[config.mk]
export PLATFORM = sky130hd
export DESIGN_NAME = ts_os_receiver_flat
export DESIGN_NICKNAME = d
export VERILOG_FILES = /design/src/rtl/ltssm_pkg.sv /design/src/rtl/ts_os_receiver_if.sv /design/src/rtl/ts_consec_tracker.sv /design/src/rtl/ts_os_receiver.sv /design/src/flat_wrapper.sv
export SDC_FILE = /design/constraint.sdc
export NUM_CORES = 1
export LEC_CHECK = 0
export BUFFER_PORTS_ARGS = -buffer_cell sky130_fd_sc_hd__buf_2
export CELL_PAD_IN_SITES_DETAIL_PLACEMENT = 0
export CELL_PAD_IN_SITES_GLOBAL_PLACEMENT = 1
export CORE_ASPECT_RATIO = 1.4
export CORE_MARGIN = 4
export CORE_UTILIZATION = 47
export CTS_BUF_LIST = sky130_fd_sc_hd__clkbuf_8
export DETAILED_ROUTE_END_ITERATION = 8
export GPL_TIMING_DRIVEN = 1
export PLACE_DENSITY = 0.84
export RECOVER_POWER = 25
export SLEW_MARGIN = 20
export SYNTH_ARGS = -nofsm -noshare
export SYNTH_HDL_FRONTEND = slang
export SYNTH_SLANG_ARGS = --single-unit
[constraint.sdc]
create_clock -name clk_i -period 3.2 [get_ports clk_i]
set_input_delay 0.64 -clock clk_i [delete_from_list [all_inputs] [get_ports clk_i]]
set_output_delay 0.64 -clock clk_i [all_outputs]
set_load 0.01 [all_outputs]
[src/rtl/ltssm_pkg.sv]
// Shared types and constants for the PCIe training ordered-set receive path.
package ltssm_pkg;

  typedef enum logic {
    TS1 = 1'b0,
    TS2 = 1'b1
  } ts_type_e;

  typedef enum logic [1:0] {
    HUNT,
    BODY,
    DONE
  } ts_rx_st_e;

  localparam logic [7:0]  COM_SYM          = 8'hBC;
  localparam logic [7:0]  PAD_SYM          = 8'hF7;
  localparam logic [7:0]  TS1_ID           = 8'h4A;
  localparam logic [7:0]  TS2_ID           = 8'h45;
  localparam int unsigned TS_LEN           = 16;
  localparam int unsigned TS_CONSEC_TARGET = 8;
  localparam int unsigned IDX_W            = 4;

  typedef struct packed {
    ts_type_e   ts_type;
    logic       link_pad;
    logic       lane_pad;
    logic [7:0] link_num;
    logic [7:0] lane_num;
    logic [7:0] n_fts;
    logic [7:0] rate_id;
    logic [7:0] train_ctrl;
  } ts_fields_t;

  function automatic logic is_com(input logic is_k, input logic [7:0] data);
    return is_k && (data == COM_SYM);
  endfunction

  function automatic logic [7:0] ts_id(input ts_type_e t);
    return (t == TS2) ? TS2_ID : TS1_ID;
  endfunction

endpackage

[src/rtl/ts_os_receiver_if.sv]
// Symbol input and decoded training-set output bundle for one lane.
interface ts_os_receiver_if #(
  parameter int unsigned CNT_W = 4
);
  import ltssm_pkg::*;

  logic             rx_valid_i;
  logic [7:0]       rx_data_i;
  logic             rx_is_k_i;
  logic             clear_cnt_i;
  logic             ts_valid_o;
  ts_type_e         ts_type_o;
  logic [7:0]       ts_link_num_o;
  logic [7:0]       ts_lane_num_o;
  logic             ts_link_pad_o;
  logic             ts_lane_pad_o;
  logic [7:0]       ts_n_fts_o;
  logic [7:0]       ts_rate_id_o;
  logic [7:0]       ts_train_ctrl_o;
  logic [CNT_W-1:0] ts_consec_cnt_o;
  logic             ts1_8_consec_o;
  logic             ts2_8_consec_o;
  logic             ts_err_o;

  modport master (
    output rx_valid_i, rx_data_i, rx_is_k_i, clear_cnt_i,
    input  ts_valid_o, ts_type_o, ts_link_num_o, ts_lane_num_o, ts_link_pad_o,
           ts_lane_pad_o, ts_n_fts_o, ts_rate_id_o, ts_train_ctrl_o,
           ts_consec_cnt_o, ts1_8_consec_o, ts2_8_consec_o, ts_err_o
  );

  modport slave (
    input  rx_valid_i, rx_data_i, rx_is_k_i, clear_cnt_i,
    output ts_valid_o, ts_type_o, ts_link_num_o, ts_lane_num_o, ts_link_pad_o,
           ts_lane_pad_o, ts_n_fts_o, ts_rate_id_o, ts_train_ctrl_o,
           ts_consec_cnt_o, ts1_8_consec_o, ts2_8_consec_o, ts_err_o
  );

endinterface

[src/rtl/ts_consec_tracker.sv]
// Previous-set register, identity compare and saturating consecutive-set counter.
module ts_consec_tracker
  import ltssm_pkg::*;
#(
  parameter int unsigned CNT_W = 4
) (
  input  logic             clk_i,
  input  logic             rst_i,
  input  logic             done_i,
  input  logic             clear_i,
  input  ts_fields_t       fields_i,
  output logic [CNT_W-1:0] cnt_o,
  output logic             ts1_8_o,
  output logic             ts2_8_o
);

  localparam logic [CNT_W-1:0] TARGET = CNT_W'(TS_CONSEC_TARGET);

  logic [CNT_W-1:0] cnt_q, cnt_d;
  logic             prev_valid_q, prev_valid_d;
  ts_fields_t       prev_q, prev_d;

  always_comb begin
    cnt_d        = cnt_q;
    prev_valid_d = prev_valid_q;
    prev_d       = prev_q;
    if (clear_i) begin
      cnt_d        = '0;
      prev_valid_d = 1'b0;
    end else if (done_i) begin
      prev_d       = fields_i;
      prev_valid_d = 1'b1;
      if (prev_valid_q && (fields_i == prev_q)) begin
        cnt_d = (cnt_q >= TARGET) ? TARGET : cnt_q + CNT_W'(1);
      end else begin
        cnt_d = CNT_W'(1);
      end
    end
  end

  always_ff @(posedge clk_i) begin
    if (rst_i) begin
      cnt_q        <= '0;
      prev_valid_q <= 1'b0;
      prev_q       <= '0;
    end else begin
      cnt_q        <= cnt_d;
      prev_valid_q <= prev_valid_d;
      prev_q       <= prev_d;
    end
  end

  // A non-zero count implies prev_q holds the most recent set.
  assign cnt_o   = cnt_q;
  assign ts1_8_o = (cnt_q == TARGET) && (prev_q.ts_type == TS1);
  assign ts2_8_o = (cnt_q == TARGET) && (prev_q.ts_type == TS2);

endmodule

[src/rtl/ts_os_receiver.sv]
// Single-lane TS1/TS2 receive parser: frames 16-symbol sets, validates and publishes fields.
module ts_os_receiver
  import ltssm_pkg::*;
#(
  parameter int unsigned CNT_W = 4
) (
  input logic              clk_i,
  input logic              rst_i,
  ts_os_receiver_if.slave  bus
);

  localparam logic [IDX_W-1:0] LAST_IDX = IDX_W'(TS_LEN - 1);

  ts_rx_st_e        state_q, state_d;
  logic [IDX_W-1:0] idx_q, idx_d;
  ts_fields_t       wk_q, wk_d;
  ts_fields_t       fields_q, fields_d;
  logic             valid_q, valid_d;
  logic             err_q, err_d;
  logic             sym_ok;
  logic             com;
  logic             done;

  always_comb begin
    state_d  = state_q;
    idx_d    = idx_q;
    wk_d     = wk_q;
    fields_d = fields_q;
    valid_d  = 1'b0;
    err_d    = 1'b0;
    done     = 1'b0;
    sym_ok   = 1'b0;
    com      = bus.rx_valid_i && is_com(bus.rx_is_k_i, bus.rx_data_i);

    unique case (state_q)
      HUNT, DONE: begin
        state_d = HUNT;
        idx_d   = '0;
        if (com) begin
          state_d = BODY;
          idx_d   = IDX_W'(1);
        end
      end
      BODY: begin
        if (bus.rx_valid_i) begin
          if (idx_q == IDX_W'(1) || idx_q == IDX_W'(2)) begin
            sym_ok = !bus.rx_is_k_i || (bus.rx_data_i == PAD_SYM);
            if (idx_q == IDX_W'(1)) begin
              wk_d.link_num = bus.rx_data_i;
              wk_d.link_pad = bus.rx_is_k_i;
            end else begin
              wk_d.lane_num = bus.rx_data_i;
              wk_d.lane_pad = bus.rx_is_k_i;
            end
          end else if (idx_q <= IDX_W'(5)) begin
            sym_ok = !bus.rx_is_k_i;
            if (idx_q == IDX_W'(3))      wk_d.n_fts      = bus.rx_data_i;
            else if (idx_q == IDX_W'(4)) wk_d.rate_id    = bus.rx_data_i;
            else                         wk_d.train_ctrl = bus.rx_data_i;
          end else if (idx_q == IDX_W'(6)) begin
            sym_ok = !bus.rx_is_k_i &&
                     (bus.rx_data_i == TS1_ID || bus.rx_data_i == TS2_ID);
            wk_d.ts_type = (bus.rx_data_i == TS2_ID) ? TS2 : TS1;
          end else begin
            sym_ok = !bus.rx_is_k_i && (bus.rx_data_i == ts_id(wk_q.ts_type));
          end

          // A COM that breaks a set is itself the start of the next one.
          if (!sym_ok) begin
            err_d   = 1'b1;
            state_d = com ? BODY : HUNT;
            idx_d   = com ? IDX_W'(1) : '0;
          end else if (idx_q == LAST_IDX) begin
            state_d  = DONE;
            idx_d    = '0;
            valid_d  = 1'b1;
            done     = 1'b1;
            fields_d = wk_d;
          end else begin
            idx_d = idx_q + IDX_W'(1);
          end
        end
      end
      default: begin
        state_d = HUNT;
        idx_d   = '0;
      end
    endcase
  end

  always_ff @(posedge clk_i) begin
    if (rst_i) begin
      state_q  <= HUNT;
      idx_q    <= '0;
      wk_q     <= '0;
      fields_q <= '0;
      valid_q  <= 1'b0;
      err_q    <= 1'b0;
    end else begin
      state_q  <= state_d;
      idx_q    <= idx_d;
      wk_q     <= wk_d;
      fields_q <= fields_d;
      valid_q  <= valid_d;
      err_q    <= err_d;
    end
  end

  ts_consec_tracker #(
    .CNT_W (CNT_W)
  ) u_tracker (
    .clk_i    (clk_i),
    .rst_i    (rst_i),
    .done_i   (done),
    .clear_i  (bus.clear_cnt_i || err_d),
    .fields_i (wk_d),
    .cnt_o    (bus.ts_consec_cnt_o),
    .ts1_8_o  (bus.ts1_8_consec_o),
    .ts2_8_o  (bus.ts2_8_consec_o)
  );

  assign bus.ts_valid_o      = valid_q;
  assign bus.ts_err_o        = err_q;
  assign bus.ts_type_o       = fields_q.ts_type;
  assign bus.ts_link_num_o   = fields_q.link_num;
  assign bus.ts_lane_num_o   = fields_q.lane_num;
  assign bus.ts_link_pad_o   = fields_q.link_pad;
  assign bus.ts_lane_pad_o   = fields_q.lane_pad;
  assign bus.ts_n_fts_o      = fields_q.n_fts;
  assign bus.ts_rate_id_o    = fields_q.rate_id;
  assign bus.ts_train_ctrl_o = fields_q.train_ctrl;

endmodule
[src/flat_wrapper.sv]
// flat-port wrapper written by rule: the top's interface ports become plain ports
module ts_os_receiver_flat import ltssm_pkg::*;
#(
  parameter int unsigned CNT_W = 4
)
  (clk_i, rst_i, bus_rx_valid_i, bus_rx_data_i, bus_rx_is_k_i, bus_clear_cnt_i, bus_ts_valid_o, bus_ts_type_o, bus_ts_link_num_o, bus_ts_lane_num_o, bus_ts_link_pad_o, bus_ts_lane_pad_o, bus_ts_n_fts_o, bus_ts_rate_id_o, bus_ts_train_ctrl_o, bus_ts_consec_cnt_o, bus_ts1_8_consec_o, bus_ts2_8_consec_o, bus_ts_err_o);
  ts_os_receiver_if #(.CNT_W(CNT_W)) bus_i ();
  input logic clk_i;
  input logic rst_i;
  input wire logic [$bits(bus_i.rx_valid_i)-1:0] bus_rx_valid_i;
  input wire logic [$bits(bus_i.rx_data_i)-1:0] bus_rx_data_i;
  input wire logic [$bits(bus_i.rx_is_k_i)-1:0] bus_rx_is_k_i;
  input wire logic [$bits(bus_i.clear_cnt_i)-1:0] bus_clear_cnt_i;
  output wire logic [$bits(bus_i.ts_valid_o)-1:0] bus_ts_valid_o;
  output wire logic [$bits(bus_i.ts_type_o)-1:0] bus_ts_type_o;
  output wire logic [$bits(bus_i.ts_link_num_o)-1:0] bus_ts_link_num_o;
  output wire logic [$bits(bus_i.ts_lane_num_o)-1:0] bus_ts_lane_num_o;
  output wire logic [$bits(bus_i.ts_link_pad_o)-1:0] bus_ts_link_pad_o;
  output wire logic [$bits(bus_i.ts_lane_pad_o)-1:0] bus_ts_lane_pad_o;
  output wire logic [$bits(bus_i.ts_n_fts_o)-1:0] bus_ts_n_fts_o;
  output wire logic [$bits(bus_i.ts_rate_id_o)-1:0] bus_ts_rate_id_o;
  output wire logic [$bits(bus_i.ts_train_ctrl_o)-1:0] bus_ts_train_ctrl_o;
  output wire logic [$bits(bus_i.ts_consec_cnt_o)-1:0] bus_ts_consec_cnt_o;
  output wire logic [$bits(bus_i.ts1_8_consec_o)-1:0] bus_ts1_8_consec_o;
  output wire logic [$bits(bus_i.ts2_8_consec_o)-1:0] bus_ts2_8_consec_o;
  output wire logic [$bits(bus_i.ts_err_o)-1:0] bus_ts_err_o;
  assign bus_i.rx_valid_i = bus_rx_valid_i;
  assign bus_i.rx_data_i = bus_rx_data_i;
  assign bus_i.rx_is_k_i = bus_rx_is_k_i;
  assign bus_i.clear_cnt_i = bus_clear_cnt_i;
  assign bus_ts_valid_o = bus_i.ts_valid_o;
  assign bus_ts_type_o = bus_i.ts_type_o;
  assign bus_ts_link_num_o = bus_i.ts_link_num_o;
  assign bus_ts_lane_num_o = bus_i.ts_lane_num_o;
  assign bus_ts_link_pad_o = bus_i.ts_link_pad_o;
  assign bus_ts_lane_pad_o = bus_i.ts_lane_pad_o;
  assign bus_ts_n_fts_o = bus_i.ts_n_fts_o;
  assign bus_ts_rate_id_o = bus_i.ts_rate_id_o;
  assign bus_ts_train_ctrl_o = bus_i.ts_train_ctrl_o;
  assign bus_ts_consec_cnt_o = bus_i.ts_consec_cnt_o;
  assign bus_ts1_8_consec_o = bus_i.ts1_8_consec_o;
  assign bus_ts2_8_consec_o = bus_i.ts2_8_consec_o;
  assign bus_ts_err_o = bus_i.ts_err_o;
  ts_os_receiver #(.CNT_W(CNT_W)) u_core (.clk_i(clk_i), .rst_i(rst_i), .bus(bus_i));
endmodule
* Word-level counts from Yosys, hierarchy flattened
Cells that the tools add are included.
Storage, ports and cells: flip-flop bits (word level) 142, output and inout port bits 51, logic and storage cells 113, bits of input ports 13
Cells by class: bitwise logic cells 2, order comparisons 2, multiplexer cells 42, $add $sub $neg 2, equality and inequality tests 17, reduce and logical (&&, ||, !) cells 18
Operators by type and width (count):
- $mux 43 | 2
- $mux 24 | 2
- $eq 43x43->1 | 1
- $mux 8 | 5
- $mux 4 | 6
- $mux 1 | 20
- $mux 18 | 1
- $eq 8x7->1 const B | 2
- $eq 8x8->1 const B | 2
- $mux 16 | 1
- $add 4x1->4 const B | 2
- $eq 4x2->1 const B | 2
- $eq 4x3->1 const B | 2
- $eq 4x4->1 const B | 2
- $eq 8x8->1 | 1
- $pmux 4 s2 | 1
- $logic_and 1x1->1 | 7
- $mux 2 | 3
- $eq 4x1->1 const B | 1
- $ge 4x4->1 const B | 1
- $le 4x3->1 const B | 1
- $logic_or 1x1->1 | 4
- $pmux 2 s2 | 1
- $reduce_and 2->1 | 2
- 9 further kinds | 11

* Longest topological paths before layout
word-level depth 14, mapped depth 12, gate-level depth less buffers 10

* Cells and area by module
Synthesis repeated with hierarchy kept, for this count alone.
Unflattened totals: cell total of the unflattened synthesis 729, area total of the unflattened synthesis 6915.4 um^2
Modules (own cells, without submodules):
- ts_os_receiver | area each 4504.3 um^2, cells each 422, instances 1, sequential area each 1881.8 um^2
- ts_consec_tracker | area each 2411.1 um^2, cells each 307, instances 1, sequential area each 960.9 um^2

* Least setup slack after synthesis
No wires, ideal clock.
path type register to register, from register u_core.idx_q[1], to register u_core.u_tracker.cnt_q[0], in the netlist u_core.u_tracker.cnt_o[0], clock period less this slack 2833 ps, stages on the path, launching flop included 13, library setup time 130 ps, path buffers 2, required time 3070 ps, arrival time 2703 ps, setup slack 367 ps, cells stage by stage dfxtp_1 > inv_1 > ha_1 > buf_4 > or3b_2 > nor2_2 > buf_4 > mux2i_1 > xor2_1 > o2111ai_1 > nor4_1 > and4_1 > a311oi_1
On the way: cells in the longest elaborated chain, start to end 11, elaborated cells between the ends (all ways) 41, classes of those cells order compare: 1; eq/ne: 7; mux: 29; reduce/logical: 4
Ends and longest elaborated chain:
- start, declared | line ts_os_receiver.sv:15 | logic [IDX_W-1:0] idx_q, idx_d;
- start signal, assigned | line ts_os_receiver.sv:101 | idx_q <= idx_d;
- parallel branches: the longest is 11 deep, another holds $mux 43
- end signal, assigned | line ts_consec_tracker.sv:47 | cnt_q <= cnt_d;
- end, declared | line ts_consec_tracker.sv:19 | logic [CNT_W-1:0] cnt_q, cnt_d;
Parallel ways; which one is timed is not known. The select of a mux whose other input is x is not followed. A chain may end at the register's enable or synchronous reset.

* Worst setup path after layout
Same ends and word-level chain as after synthesis.

==> results.yml <==
detailed_routing:
  routedWlPerCell_um: 21.0
  vias: 6527
  wl_um: 23200
  post-route-drc-count: 0
  dr.pass1.iters: 6
  routed_via_density: 5.90
  drt_iter0_drc: 415
  final_antenna_net_count: 0
clocking:
  cts_max_level: 4
  worstSkewPairLatency_ps: 460
  clock_sinks: 142
  cts_tree: "built"
  root_buffer: "clkbuf_8"
  hold_buffers: 0
  clk_path_buf_depth: 2
  clk_pin_slew_ps: 80
  cts_buffers: 17
power:
  p_leak_nw: 3.00
  peakVddDrop_mv: 0.327
  powerDensity_nw_per_um2: 412
timing:
  tightest_slew_ps: 943
  period_share: 0.957
  clock_skew_ps: 11.9
  slew_headroom: 0.372
  fmax_mhz: 326
  finalSetupTns_ps: 0
  setup_violations: 0
  fin_crit_ps: 3060
  rsz0062_at_grt: "no"
  drv_slew: 0
  hold_violations: 0
hold_path:
  hold_end: "u_core.bus.ts_lane_num_o[1]"
  min_from: "u_core.bus.ts_lane_num_o[1]"
  hold_path_depth: 2
  holdCritPathClass: "reg2reg"
synthesis:
  synth-seq-cells: 142
  synth_edf_count: 0
  synth.top_cell.area_share: 0.403
  synth-seq-area-share: 0.403
  synth_area_sq_um: 7050
  yosysWarnings: 0
  syn_nets: 852
  ys_top_cells_by_area: "dfxtp_1 40%, nor2_1 8.5%, a211oi_1 6.3%, mux2i_1 5.7%, a311oi_1 3.8%"
  avgSynthCellArea_sq_um: 8.48
  yosys.area.top_type: "dfxtp_1"
  synth_flop_cell: "dfxtp_1"
  synthArstFlopShare: 0
  synth.distinct_cells: 75
  synthCells: 832
global_routing:
  track_usage: 0.274
  grt_pass1_vias: 6457
  grt_pass1_wl_um: 36700
  grt.overflow.total: 0
  grt_max_degree: 86
  antenna_found_initial: 0
worst_setup_path:
  ff2ff_setup_slack_ps: 140
  timing.rr.end: "u_core.u_tracker.cnt_o[0]"
  r2r_start: "u_core.idx_q[1]"
  startpoint_type: "flop"
  cp.arrival_ps: 3420
  crit_fanout: 10
  end_kind: "flop"
  critPathKind: "reg2reg"
  worstRegToRegCells: 12
  cp.required_ps: 3560
place:
  port_buffers: 63
  gp_congestion: 0.997
  dpl.hpwl_um: 17200
  dpl_cell_area_sq_um: 7850
die:
  core_sq_um: 14600
  start_util: 0.484
  placementRows: 52
  die_h_um: 153
  ios: 64
  dieArea_sq_um: 17100
  die_x_um: 112
finish:
  multi_input_area_sq_um: 3870
  final_area_sq_um: 8250
  fin_nets: 928
  area_growth_pct: 16.9
  layout-drive-gt1-share: 0.146
  regArea_sq_um: 2840
  antennaDiodeCount: 0
  fill_cells: 1402
status:
  status: "finished, final reports clean"
job:
  max_cap_viol_count: 0
## synthesized netlist by cell type, types with 4 or more instances
| cell | count |
|---|---|
| a21oi_1 | 25 |
| nand3b_1 | 6 |
| o31ai_1 | 4 |
| a22oi_1 | 5 |
| nor2b_1 | 10 |
| nor2_1 | 160 |
| clkbuf_1 | 41 |
| xnor2_1 | 8 |
| buf_4 | 7 |
| nand2_1 | 62 |
| nand4_1 | 9 |
| a211oi_1 | 59 |
| nor3_1 | 7 |
| a221oi_1 | 4 |
| o22ai_1 | 4 |
| dfxtp_1 | 142 |
| nor4_1 | 5 |
| a311oi_1 | 31 |
| ha_1 | 7 |
| inv_1 | 23 |
| buf_2 | 19 |
| o211ai_1 | 5 |
| xor2_1 | 26 |
| nand2b_1 | 6 |
| nor3b_1 | 6 |
| nand3_1 | 15 |
| mux2i_1 | 40 |
| o21ai_0 | 21 |
## worst max path at each step
stage,slack (ps),cells past startpoint,start,to
finish,140,12,u_core.idx_q[1],u_core.u_tracker.cnt_o[0]
global route,10,12,u_core.idx_q[1],u_core.u_tracker.cnt_o[0]
CTS,40,10,u_core.idx_q[0],u_core.u_tracker.cnt_o[2]
detailed placement,70,10,u_core.idx_q[0],u_core.u_tracker.cnt_o[2]
global placement,130,10,u_core.idx_q[0],u_core.u_tracker.cnt_o[2]
floorplan,370,12,u_core.idx_q[1],u_core.u_tracker.cnt_o[0]
## cells by family after synthesis
family          share of synthesized area
flops                               0.403
buf+inv                            0.0577
xor+xnor                           0.0422
fa+ha+maj                          0.0124
compound gates                      0.201
simple gates                        0.224
mux                                0.0600
## where the power goes
part / internal [W] / switching (W)
logic: 0.0000384 / 0.000102
registers: 0.00177 / 0.0000000511
clock network: 0.000799 / 0.000695
total: 0.00260 / 0.000797
## through the flow
stage	power [W]	hold WS, ps	setup slack, ps	utilization	std cells
5_1_grt	0.00351	513	13.2	0.566	1107
2_1_floorplan	0.00188	457	367	-	832
4_1_cts	0.00342	498	36.2	0.566	1107
3_5_place_dp	0.00194	487	66.0	0.539	1078
3_3_place_gp	0.00194	473	134	0.539	1078
6_report	0.00340	497	136	0.566	1107
## metal layers
metal	vias up	global-route usage	routed length [um]
li1	3124	-	-
met1	3129	0.336	9680
met2	218	0.463	11300
met3	56	0.0613	1380
met4	0	0.114	858
met5	-	0	0
## state kept, by name, indices dropped and copies added (netlist names)
signal / cells
u_core.wk_q: 43
u_core.state_q: 2
u_core.bus.ts_rate_id_o: 8
u_core.bus.ts_link_num_o: 8
u_core.idx_q: 4
u_core.bus.ts_train_ctrl_o: 8
u_core.u_tracker.prev_valid_q: 1
u_core.bus.ts_type_o: 1
u_core.bus.ts_n_fts_o: 8
u_core.u_tracker.prev_q: 43
u_core.bus.ts_lane_pad_o: 1
u_core.bus.ts_err_o: 1
u_core.bus.ts_valid_o: 1
u_core.u_tracker.cnt_o: 4
u_core.bus.ts_link_pad_o: 1
u_core.bus.ts_lane_num_o: 8
## critical path: stages, from the launching register on
cell and delay [ps]:
dfxtp_2 390, inv_1 90, ha_1 200, buf_4 180
or4_4 440, a221oi_4 370, buf_4 280, a21boi_1 110
a21oi_1 160, o22ai_1 80, and4_1 240, and4_1 180
a311oi_1 250
## cell type report
class | count | area share
Timing Repair Buffer | 127 | 0.0986
Clock buffer | 19 | 0.0317
Clock inverter | 10 | 0.0170
Sequential cell | 142 | 0.345
Multi-Input combinational cell | 597 | 0.469
Inverter | 23 | 0.0105
Tap cell | 189 | 0.0287
## what timing repair did
| action | 4_1_cts | 5_1_grt |
|---|---|---|
| setup buffers | 0 | 0 |
| gates resized for setup | 0 | 10 |
| endpoints found under the setup margin | 0 | 4 |
## layout by cell type, fill, tap and decap left out, drive strengths merged, types with 10 or more instances in the layout
master	count
nor2	162
dfxtp	142
buf	79
clkbuf	67
nand2	63
a211oi	59
mux2i	40
a311oi	31
xor2	26
a21oi	26
inv	25
o21ai	23
nand3	15
nor2b	10
nor3	10
No activity file was read; power rests on OpenSTA's default activity.
